**src/rtl/fpu_result_queue.sv**
```systemverilog
// fpu_result_queue: registered FIFO stage behind the FP32 add/sub unit.
// Ports:
//   clk, rst              clock, synchronous active-high reset
//   in_valid/in_ready     producer handshake; in_result, in_exception, in_op
//   out_valid/out_ready   consumer handshake; out_result, out_exception, out_op
//   out_is_zero, out_sign head-entry classification
//   count                 occupancy 0..DEPTH
//   sticky_exception      set by any accepted exception entry
//   exc_count             saturating count of accepted exception entries
//   clear_sticky          clears sticky_exception and exc_count
module fpu_result_queue #(
    parameter int DEPTH = 4,
    parameter int CNT_W = 8
) (
    input  logic                       clk,
    input  logic                       rst,
    input  logic                       in_valid,
    output logic                       in_ready,
    input  logic [31:0]                in_result,
    input  logic                       in_exception,
    input  logic                       in_op,
    output logic                       out_valid,
    input  logic                       out_ready,
    output logic [31:0]                out_result,
    output logic                       out_exception,
    output logic                       out_op,
    output logic                       out_is_zero,
    output logic                       out_sign,
    output logic [$clog2(DEPTH):0]     count,
    output logic                       sticky_exception,
    output logic [CNT_W-1:0]           exc_count,
    input  logic                       clear_sticky
);

    localparam int PW = $clog2(DEPTH);
    localparam int CW = PW + 1;
    localparam logic [CW-1:0] FULL = CW'(DEPTH);
    localparam logic [CNT_W-1:0] EXC_MAX = '1;

    logic [33:0]      mem_q [DEPTH];
    logic [PW-1:0]    wr_ptr_q, wr_ptr_d;
    logic [PW-1:0]    rd_ptr_q, rd_ptr_d;
    logic [CW-1:0]    count_q, count_d;
    logic             sticky_q, sticky_d;
    logic [CNT_W-1:0] exc_q, exc_d;
    logic [33:0]      head;
    logic             push, pop;

    // Handshakes depend on registered state (and rst) only.
    assign in_ready  = !rst && (count_q != FULL);
    assign out_valid = (count_q != '0);
    assign push      = in_valid && in_ready;
    assign pop       = out_valid && out_ready;

    assign head          = mem_q[rd_ptr_q];
    assign out_result    = head[31:0];
    assign out_exception = head[32];
    assign out_op        = head[33];
    assign out_is_zero   = (head[30:0] == 31'd0);
    assign out_sign      = head[31];

    assign count            = count_q;
    assign sticky_exception = sticky_q;
    assign exc_count        = exc_q;

    always_comb begin
        wr_ptr_d = wr_ptr_q;
        rd_ptr_d = rd_ptr_q;
        count_d  = count_q;
        if (push) wr_ptr_d = wr_ptr_q + PW'(1);
        if (pop)  rd_ptr_d = rd_ptr_q + PW'(1);
        case ({push, pop})
            2'b10:   count_d = count_q + CW'(1);
            2'b01:   count_d = count_q - CW'(1);
            default: count_d = count_q;
        endcase
    end

    // Clear is applied first so an exception push in the same cycle wins.
    always_comb begin
        sticky_d = sticky_q;
        exc_d    = exc_q;
        if (clear_sticky) begin
            sticky_d = 1'b0;
            exc_d    = '0;
        end
        if (push && in_exception) begin
            sticky_d = 1'b1;
            if (exc_d != EXC_MAX) exc_d = exc_d + CNT_W'(1);
        end
    end

    always_ff @(posedge clk) begin
        if (rst) begin
            wr_ptr_q <= '0;
            rd_ptr_q <= '0;
            count_q  <= '0;
            sticky_q <= 1'b0;
            exc_q    <= '0;
        end else begin
            wr_ptr_q <= wr_ptr_d;
            rd_ptr_q <= rd_ptr_d;
            count_q  <= count_d;
            sticky_q <= sticky_d;
            exc_q    <= exc_d;
        end
    end

    // Storage is not reset; push is already blocked while rst is high.
    always_ff @(posedge clk) begin
        if (push) mem_q[wr_ptr_q] <= {in_op, in_exception, in_result};
    end

endmodule

```
**config.mk**
```make
export PLATFORM = sky130hd
export DESIGN_NAME = fpu_result_queue
export DESIGN_NICKNAME = d
export VERILOG_FILES = /design/src/rtl/fpu_result_queue.sv
export SDC_FILE = /design/constraint.sdc
export NUM_CORES = 1
export LEC_CHECK = 0
export BUFFER_PORTS_ARGS = -buffer_cell sky130_fd_sc_hd__buf_4
export CAP_MARGIN = 20
export CORE_ASPECT_RATIO = 1.2
export CORE_MARGIN = 2
export CORE_UTILIZATION = 40
export DETAILED_ROUTE_END_ITERATION = 8
export PLACE_DENSITY = 0.72
export SYNTH_ARGS = -nofsm -noshare
export SYNTH_HDL_FRONTEND = slang
export SYNTH_SLANG_ARGS = --single-unit
export TNS_END_PERCENT = 5
```
**constraint.sdc**
```tcl
create_clock -name clk -period 2.4 [get_ports clk]
set_input_delay 0.36 -clock clk [delete_from_list [all_inputs] [get_ports clk]]
set_output_delay 0.36 -clock clk [all_outputs]
set_load 0.01 [all_outputs]
```
* Word-level counts from Yosys, hierarchy flattened
Memory sizes are Yosys's and may differ from the RTL's. A register that Yosys moved wholly into a read port is not among the register bits.
Index checks and enable logic that the tools add are counted.
** Storage, ports and cells
- Flip-flop bits (word level) :: 16
- Memory bits (writable) :: 136
- Bits of input ports :: 39
- Output and inout port bits :: 50
- Word-level logic and storage cells :: 34
- Memories kept :: 1
** Operators by class
- $add $sub $neg :: 5
- Equality and inequality tests :: 4
- Multiplexer cells :: 10
- Reduce and logical (&&, ||, !) cells :: 9
** Memories
- mem_q :: depth 4, bits a word 34, rd ports 1, clocked after Yosys merged registers in 1, write ports 1, RTL line 40 : logic [33:0] mem_q [DEPTH];
** Operators by type and width (count)
- $logic_not 31->1 :: 1
- $mux 8 :: 3
- $add 8x1->8 const B :: 1
- $ne 8x8->1 const B :: 1
- $pmux 3 s2 :: 1
- $add 2x1->2 const B :: 2
- $logic_and 1x1->1 :: 4
- $mux 1 :: 4
- $mux 2 :: 2
- $reduce_bool 2->1 :: 2
- $add 3x1->3 const B :: 1
- $ne 3x3->1 const B :: 1
- $reduce_bool 3->1 :: 1
- $sub 3x1->3 const B :: 1
- $eq 2x1->1 const B :: 1
- $eq 2x2->1 const B :: 1
- $logic_not 1->1 :: 1

* Longest topological paths before layout
Gate-level depths: netlist (run 1).
- Word-level depth :: 5
- Mapped depth :: 11
- Mapped depth without buffers :: 9

* Worst setup path after synthesis (run 1)
No wires, ideal clock.
- Kind :: reg2reg
- Start point :: register count_q[2] (netlist: count[2])
- End point :: register count_q[2] (netlist: count[2])
- Library setup time :: 71 ps
- Data arrival time :: 2319 ps
- Required time :: 2329 ps
- Setup slack :: 10 ps
- Stages on the path, launching flop included :: 11
- Buffers on the path :: 1
- Period minus slack after synthesis :: 2390 ps
- Path through :: dfxtp_1 or3b_1 and3_1 clkbuf_1 inv_1 ha_1 inv_1 fa_1 xor2_1 or3_1 a21oi_1
** On the way
- Longest elaborated chain between the ends :: 5
- Elaborated cells between the ends (all ways) :: 11
- Classes of those cells :: add/sub: 2; eq/ne: 3; mux: 1; reduce/logical: 5
** Ends and longest elaborated chain
- from (decl) :: RTL line 43 : logic [CW-1:0] count_q, count_d;
- from (signal assigned) :: RTL line 103 : count_q <= count_d;
- $ne 3x3->1 :: RTL line 50 : assign in_ready = !rst && (count_q != FULL);
- $logic_and 1x1->1 :: RTL line 50
- $logic_and 1x1->1 :: RTL line 52 : assign push = in_valid && in_ready;
- $eq 2x1->1 or $eq 2x2->1 (tied branches) :: RTL line 72 : case ({push, pop})
- $pmux 3 s2 or $reduce_bool 2->1 (tied branches)
Parallel ways exist; a longest one is shown, timed or not.
A chain may end at the register's enable or synchronous reset.

==> results.md, run 1 <==
Logic synthesis:
- Among all cell types in the netlist, the one instantiated most often is edfxtp_1.
- Synthesis handed over a netlist of 293 instances.
- The share of async-settable or async-resettable flops after synthesis is 0.
- In the post-synthesis netlist, the biggest area contributors are edfxtp_1 (69%), mux4_2 (13%), dfxtp_1 (6.1%), ha_1 (1.3%), nand4_1 (0.85%).
- The most area-hungry cell type in the Yosys netlist is edfxtp_1.
- Counting flops and latches in the post-synthesis netlist gives between 150 and 200.
- When the netlist entered floorplanning its net count stood at 339.
- The post-synthesis area per instance is about 20 µm².
- The leading register cell type out of synthesis is edfxtp_1.
- In this run, synthesis inferred ~140 flip-flops with an integrated enable.
- Ranked by instance count, the synthesized netlist is headed by edfxtp_1 (136), mux4_2 (34), dfxtp_1 (18), nor2_1 (12), clkbuf_1 (9).
- The portion of synthesized cell area occupied by the leading cell type is 0.691.
- Synthesis instantiated 35 different standard cells from the library.
- The sequential cell area fraction in the yosys report is 0.752.
- The post-synth design cell area is just under 6000 µm².
- The Yosys step of the flow raised 0 warnings.

Global routing:
- The first global-routing pass estimated ~18,000 µm of wire.
- The total grt overflow is 0.
- The number of antenna violations at the first check in global routing was 0.
- In the global route stage, overall resource usage came out at 0.158.
- The number of global-route vias before repair came to 3,235.
- The largest net degree at the start of global routing is 35.

Pwr:
- The power density normalized to cell area is 998 nW/µm².
- VDD sags by at most 0.593 mV.
- Summed over all cells, the static leakage comes to roughly 2.6 nW.
- Overall power consumption after layout is estimated at 0.00749 W.

Finish:
- The final net count is 445.
- The antenna diode instance count is 0.
- The share of cells above drive strength 1 is 0.436.
- The filler cell count is 1,162.
- The area overhead of the layout relative to synthesis is 27.0%.

Die:
- The number of primary I/O pins is 89.
- Row generation in the floorplan step produced 48 rows.
- The die is 137 µm tall.
- The effective utilization at floorplan is 0.410.
- From left edge to right edge, the die measures 115 µm.
- The die area is 15,800 µm².
- The core outline area is 14,400 µm².

Placement:
- The minimum setup slack after placement is -0.0747 ns.
- Port buffering added 88 buffers.
- At the end of routability-driven placement, the weighted congestion stood at about 0.8.
- The final HPWL from detailed placement is roughly 7400 µm.

Clocking:
- The number of H-tree branching levels is 4.
- Clock latency on the worst-skew pair, taken at its later pin, is around 0.42 ns.
- TritonCTS built the clock tree.
- CTS placed an instance of clkbuf_16 at the clock tree root.
- The number of buffers added by the clock tree synthesis step is 17.
- The register clock-pin slew on the reported worst setup and hold paths is roughly 0.060 ns.
- No sink is reached through more buffers than the 2 on the longest clock path.
- For this design, the sink count on the clock tree is 154.

Timing:
- The slew at the pin closest to its max-slew limit is 0.936 ns.
- Setup repair after global routing could not meet its margin everywhere.
- Setup violations remaining at the end of the flow were counted as 1.
- The period utilization is 1.14.
- Static timing analysis puts the maximum clock frequency at 366 MHz.
- The final hold violation count is 0.
- Clock skew on the completed layout was measured at 0.00910 ns.
- The worst max-slew margin expressed relative to the limit is 0.376.
- After layout, the worst setup slack is -0.335 ns.
- The final-report max-slew violation count is 0.
- Counting I/O delays and the setup requirement, the final critical path takes 2.74 ns.

Critical path:
- The data arrival at the endpoint of the critical path is approximately 2.4 ns.
- The required time reported for the critical path endpoint is 2.04 ns.
- The worst setup path is of the reg2out kind.
- The startpoint kind of the worst setup timing path is a flip-flop.
- The type of destination of the critical path is a primary output.
- The highest net fanout along the worst path is 14.

Routing:
- The total iterations of the first detailed-routing run is 4.
- The number of nets still failing antenna checks after routing is 0.
- The detailed router finished its first iteration with between 200 and 300 violations.
- After detailed routing, the average wire length per cell comes to 20.0 µm.
- The total vias in the final route is 3,135.
- The post-detailed-route DRC marker count is 0.
- For this block, the routed nets add up to between 10,000 and 15,000 µm of wire.
- The ratio of routed vias to standard cells is 5.35.

Flow run:
- The count of maximum capacitance violations is 0.

Hold path:
- The min-delay analysis places its worst path in the category in2reg.

Run status:
- The checks that failed: negative setup slack.
- The run finished, with violations left.
[final cells by class]
cell class              instances  area, µm²  area share
flip-flops and latches        154       4450       0.593
multi-input cells             118       1450       0.193
repair buffers                101        841       0.112
clock buffers                  20        437      0.0582
well taps                     175        219      0.0292
clock inverters                11       81.3      0.0108
inverters                       7       26.3     0.00350
[power breakdown]
group | leakage [nW] | switching [W] | internal [W]
clock | 0.252 | 0.000964 | 0.00139
sequential | 1.38 | 0.0000813 | 0.00308
combinational | 0.915 | 0.000914 | 0.00106
[registers in the layout, summed over array words and instances (netlist names), named ones only]
| name | count |
|---|---|
| exc_count | 8 |
| wr_ptr_q | 2 |
| mem_q | 136 |
| count | 3 |
| rd_ptr_q | 2 |
| sticky_exception | 1 |
[per-layer routing]
layer | global-route usage | routed length, µm | vias up
li1 | - | - | 1410
met1 | 0.185 | 4630 | 1591
met2 | 0.263 | 6100 | 111
met3 | 0.0531 | 731 | 23
met4 | 0.0736 | 280 | 0
met5 | 0 | 0 | -
[worst max-delay path, stage by stage, from the launching register on]
cell and delay [ns]:
dfxtp_4 0.40, buf_12 0.18, mux4_2 0.57, nor4_4 0.34, nand4_1 0.14, nor2_2 0.17, buf_4 0.14
[cell families (layout without fill, tap and decap cells)]
logic type      after synthesis  after routing  share of synthesized area
flops                       154            154                      0.752
simple gates                 53             53                     0.0508
mux                          35             35                      0.131
buf+inv                      21            139                     0.0205
compound gates               14             14                     0.0161
xor+xnor                      9              9                     0.0133
fa+ha+maj                     7              7                     0.0161
[final timing paths]
kind	startpoint	endpoint	slack, ns	cells after the start
max	flip-flop	out_is_zero	-0.34	6
min	in_result[17]	mem_q[1][17]	0.13	1
max reg2reg	count[1]	count[2]	0.11	9
min reg2reg	sticky_exception	sticky_exception	0.49	2
[per-stage QoR]
step	cells	hold slack, ns	instance area, µm²	setup TNS (ns)	utilization
3_3_place_gp	550	0.461	6810	-0.0732	0.473
5_1_grt	586	0.126	7510	-0.410	0.521
3_5_place_dp	550	0.477	6810	-0.0747	0.473
2_1_floorplan	293	0.459	5910	0	-
4_1_cts	586	0.121	7480	-0.381	0.519
6_report	586	0.134	7510	-0.335	0.521
[what timing repair did]
item	4_1_cts	5_1_grt
pin swaps	4	3
cloned	1	0
gates resized for setup	13	7
setup endpoints to repair	1	2
hold buffers	0	0
buffers inserted	5	0
[cells in the final DEF (no fill, tap or decap), types with 5 or more instances in the layout]
cell and count:
buf_4 95, nor2_1 11, xor2_1 5, edfxtp_1 136, clkinv_2 5, dfxtp_1 14, nand4_1 8, inv_1 7
clkbuf_16 17, mux4_2 34, nor4_4 5, buf_12 5, ha_1 5
No activity file was read; power rests on OpenSTA's default activity.
==> run 2: changes to the inputs <==
--- a/config.mk
+++ b/config.mk
@@ -5,13 +5,14 @@
 export SDC_FILE = /design/constraint.sdc
 export NUM_CORES = 1
 export LEC_CHECK = 0
+export ABC_AREA = 1
 export BUFFER_PORTS_ARGS = -buffer_cell sky130_fd_sc_hd__buf_4
 export CAP_MARGIN = 20
 export CORE_ASPECT_RATIO = 1.2
 export CORE_MARGIN = 2
 export CORE_UTILIZATION = 40
 export DETAILED_ROUTE_END_ITERATION = 8
-export PLACE_DENSITY = 0.72
+export PLACE_DENSITY = 0.71
 export SYNTH_ARGS = -nofsm -noshare
 export SYNTH_HDL_FRONTEND = slang
 export SYNTH_SLANG_ARGS = --single-unit
==> run 2 against run 1 <==
Effect of this change:
- the flow now finishes without violations
- synthesized cell count up 110%
- sequential share of layout area down 3.9 points
- combinational power down 6%
- via count up 40%
- critical path depth up 6
- largest power group unchanged
- highest routed layer unchanged
==> results.md, run 2 <==
Global routing:
- The largest net degree at the start of global routing is 41 (+17%).
- The number of global-route vias before repair was 4,238 (+31%).
- The number of antenna violations at the first check in global routing came to 0 (unchanged).
- The global-route usage over all layers is 0.166 (+0.00802).
- The total grt overflow is 0 (unchanged).
- The global-route wire length before repair is 21,500 µm (+20%).

Pwr:
- The combinational cell fraction of total power came to 0.249 (-0.014).
- The total power of the final layout was 0.00745 W (-0.58%).
- The share of power burned in the clock network is 0.336 (+0.021).
- The sequential fraction of design power was 0.415 (-0.007).
- The switching power of the nets is 0.00216 W (+10%).
- The standby leakage power is 3.28 nW (+29%).
- The switching part of the total power was 0.290 (+0.0286).
- The power density normalized to cell area was 928 nW/µm² (-7.1%).
- The highest ir drop seen on vdd is 0.441 mV (-26%).
- The total internal power is 0.00529 W (-4.4%).

Die:
- The placement row count is 50 (+4.2%).
- The core outline area was 15,600 µm² (+8.5%).
- The die area is 17,100 µm² (+8.4%).
- The number of primary I/O pins is 89 (unchanged).
- The effective utilization at floorplan is 0.411 (+0.000491).
- The chip height is 143 µm (+4.1%).
- The die span in x was 120 µm (+4.1%).

Finish:
- The flip-flop count of the largest register after layout is 136 (unchanged).
- The commonest non-fill, non-tap cell in the layout is nand2_1.
- The core occupancy in the finished layout is 0.513 (-0.00731).
- The share of cells above drive strength 1 is 0.212 (-0.223).
- The area growth from synthesis to layout is 25.1%.
- The antenna diode instance count was 0 (unchanged).
- The final net count came to 746 (+68%).
- The final cell area excluding filler cells came to 8030 µm² (+7.0%).
- The top cell types in the final layout, fill and taps aside, are nand2_1 (192), edfxtp_1 (136), buf_4 (95).
- The register containing the most flip-flops in the final layout is mem_q.

Logic synthesis:
- The number of synthesis warnings was 0 (unchanged).
- The number of instances in the synthesized netlist is 602 (+110%).
- In the synthesized netlist the dominant register cell turns out to be edfxtp_1.
- The most repeated cell in the gate-level netlist after synthesis is nand2_1.
- The sequential cell area fraction in the yosys report is 0.692 (-0.0598).
- The portion of synthesized cell area occupied by the leading cell type is 0.636 (-0.0549).
- Yosys attributes the largest share of cell area to edfxtp_1 (64%), nand2_1 (12%), dfxtp_1 (5.6%), nand3_1 (5.5%), inv_1 (3.6%).
- The post-synth design cell area was 6420 µm² (+8.6%).
- The post-synthesis area per instance is 10.7 µm² (-47%).
- The number of flip-flops and latches in the synthesized netlist was 154 (unchanged).
- The commonest cells after synthesis are nand2_1 (199), edfxtp_1 (136), nand3_1 (70), inv_1 (62), nor2_1 (33).
- The net count of the mapped netlist is 648 (+91%).
- Summed over all instances, the cell type with the most area after synthesis is edfxtp_1.
- The share of async-settable or async-resettable flops after synthesis is 0 (unchanged).
- The count of flip-flops with a built-in enable after synthesis is 136 (unchanged).
- The number of distinct library cells after synthesis is 24 (-31%).

Clocking:
- The number of H-tree branching levels is 4 (unchanged).
- The number of clock sinks seen by CTS is 154 (unchanged).
- The number of buffers inserted by hold repair at cts is 0 (unchanged).
- The register clock-pin slew on the reported worst setup and hold paths is 0.06 ns (about the same).
- The number of buffers added by the clock tree synthesis step is 17 (unchanged).
- The number of buffers on the longest clock path was 2 (unchanged).
- The clock latency on the worst-skew pair was 0.41 ns (about the same).
- The library cell used as clock root buffer is clkbuf_16.
- TritonCTS built the clock tree.

Timing:
- The clock period minus worst slack was 2.33 ns (-0.409 ns).
- The period utilization came to 0.969 (-0.170).
- The worst hold margin is 0.146 ns (+0.0111 ns).
- The final hold violation count is 0 (unchanged).
- The worst max-slew margin expressed relative to the limit was 0.767 (+0.392).
- The total of endpoints with negative setup slack in the final report is 0 (-1).
- The slew at the pin closest to its max-slew limit is 0.349 ns (-0.588 ns).
- The maximum clock rate is 430 MHz (+18%).
- The setup skew after layout is 0.00621 ns (-0.00289 ns).
- The final-report max-slew violation count is 0 (unchanged).
- Setup repair after global routing could not meet its margin everywhere.
- The final total negative setup slack is 0 ns (+0.335 ns).

Routing:
- The post-detailed-route DRC marker count came to 0 (unchanged).
- The total iterations of the first detailed-routing run came to 5 (+1).
- The number of nets still failing antenna checks after routing was 0 (unchanged).
- The total vias in the final route came to 4,404 (+40%).
- The wire length after detailed routing is 13,600 µm (+16%).
- The detailed-route wire length per cell is 14.8 µm (-26%).
- The ratio of routed vias to standard cells is 4.79 (-11%).
- The violation count after the first detailed-routing iteration came to 368 (+37%).

Hold path:
- The worst hold path depth is 1 (unchanged).
- The worst hold path belongs to the class in2reg.
- The worst hold path terminates at mem_q[1][0].
- The worst hold path begins at in_result[0].

Critical path:
- In this run the critical register-to-register path is captured at count[2].
- The data arrival at the endpoint of the critical path is 1.97 ns (-0.41 ns).
- The register-to-register setup slack came to 0.40 ns (+0.29 ns).
- The type of the worst setup path is reg2out.
- The required time reported for the critical path endpoint was 2.04 ns (about the same).
- The startpoint identified for the worst register-to-register timing path is count[1].
- The startpoint kind of the worst setup timing path is a flip-flop.
- The worst reg2reg path depth is 10 (+1).
- The highest net fanout along the worst path is 22 (+8).
- STA classifies the critical path endpoint as a primary output.

Placement:
- The quantity of I/O buffers inserted on ports is 88 (unchanged).
- The final HPWL from detailed placement was 8620 µm (+16%).
- The total placed instance area is 7400 µm² (+8.7%).
- The final RePlAce weighted congestion came to 0.809 (+2.0%).

Run status:
- The run finished with clean final reports.

Flow run:
- The count of maximum capacitance violations is 0 (unchanged).
-- run 2: changes by cell type after synthesis, moves of 5 or more --
cell,delta
nor4_1,-7
nand2_1,+197
and2_1,-5
nor2_1,+21
buf_2,+11
mux4_2,-34
a21oi_1,+11
inv_1,+55
o21ai_0,+14
nand3_1,+69
-- run 2: area by class of cell --
class / count / area, µm²
Clock buffer: 17 / 425
Multi-Input combinational cell: 356 / 1620
Timing Repair Buffer: 105 / 886
Inverter: 66 / 255
Sequential cell: 154 / 4450
Tap cell: 208 / 260
Fill cell: 1383 / 7610
Clock inverter: 14 / 133
-- run 2: what timing repair did --
action / 4_1_cts / 5_1_grt
gates resized for setup: 3 / 15
setup endpoints to repair: 1 / 1
pin swaps: 0 / 5
buffers inserted: 0 / 2
hold endpoints to repair: 0 / 0
-- run 2: how the worst max path moves through the flow --
stage | to | slack (ns) | depth (start not counted)
after global routing | out_is_zero | -0.02 | 11
after detailed placement | out_is_zero | 0.42 | 12
after CTS | out_is_zero | 0.002 | 12
after floorplan | mem_q[0][0] | -0.30 | 4
final | out_is_zero | 0.07 | 12
after global placement | out_is_zero | 0.43 | 12
-- run 2: power groups by stage --
stage,clock network [W],registers (W),logic [W]
floorplan,0,0.00313,0.00106
global placement,0,0.00313,0.00179
detailed placement,0,0.00313,0.00182
CTS,0.00255,0.00308,0.00184
global route,0.00265,0.00310,0.00207
finish,0.00251,0.00309,0.00186
-- run 2: metal layers --
| layer | GRT usage | vias to the layer above | part of all wire |
|---|---|---|---|
| li1 | - | 2203 | - |
| met1 | 0.194 | 2062 | 0.41 |
| met2 | 0.288 | 125 | 0.51 |
| met3 | 0.0483 | 14 | 0.062 |
| met4 | 0.0656 | 0 | 0.014 |
| met5 | 0 | - | 0 |
-- run 2: kinds of logic (layout without fill, tap and decap cells) --
logic type               after synthesis  after routing  synth area share
AND/OR/NAND/NOR                      309            309             0.197
flip-flops                           154            154             0.692
buffers and inverters                 92            202            0.0629
AO/OA/AOI/OAI                         38             38            0.0304
adder cells (fa/ha/maj)                7              7            0.0148
XOR/XNOR                               2              2           0.00273
-- run 2: metrics by stage --
stage / instances / setup slack (ns)
finish: 920 / 0.0740
global route: 920 / -0.0240
CTS: 918 / 0.00163
detailed placement: 887 / 0.417
global placement: 887 / 0.427
floorplan: 602 / -0.303
-- run 2: critical path: stages, from the launching register on --
cell     delay (ns)
dfxtp_4        0.40
inv_8          0.07
buf_12         0.16
nand2_1        0.07
nand3_1        0.07
nand2_2        0.10
nand2_1        0.06
inv_1          0.05
nand2_1        0.10
nor2_1         0.11
nand2_1        0.07
nor2_2         0.13
buf_4          0.13
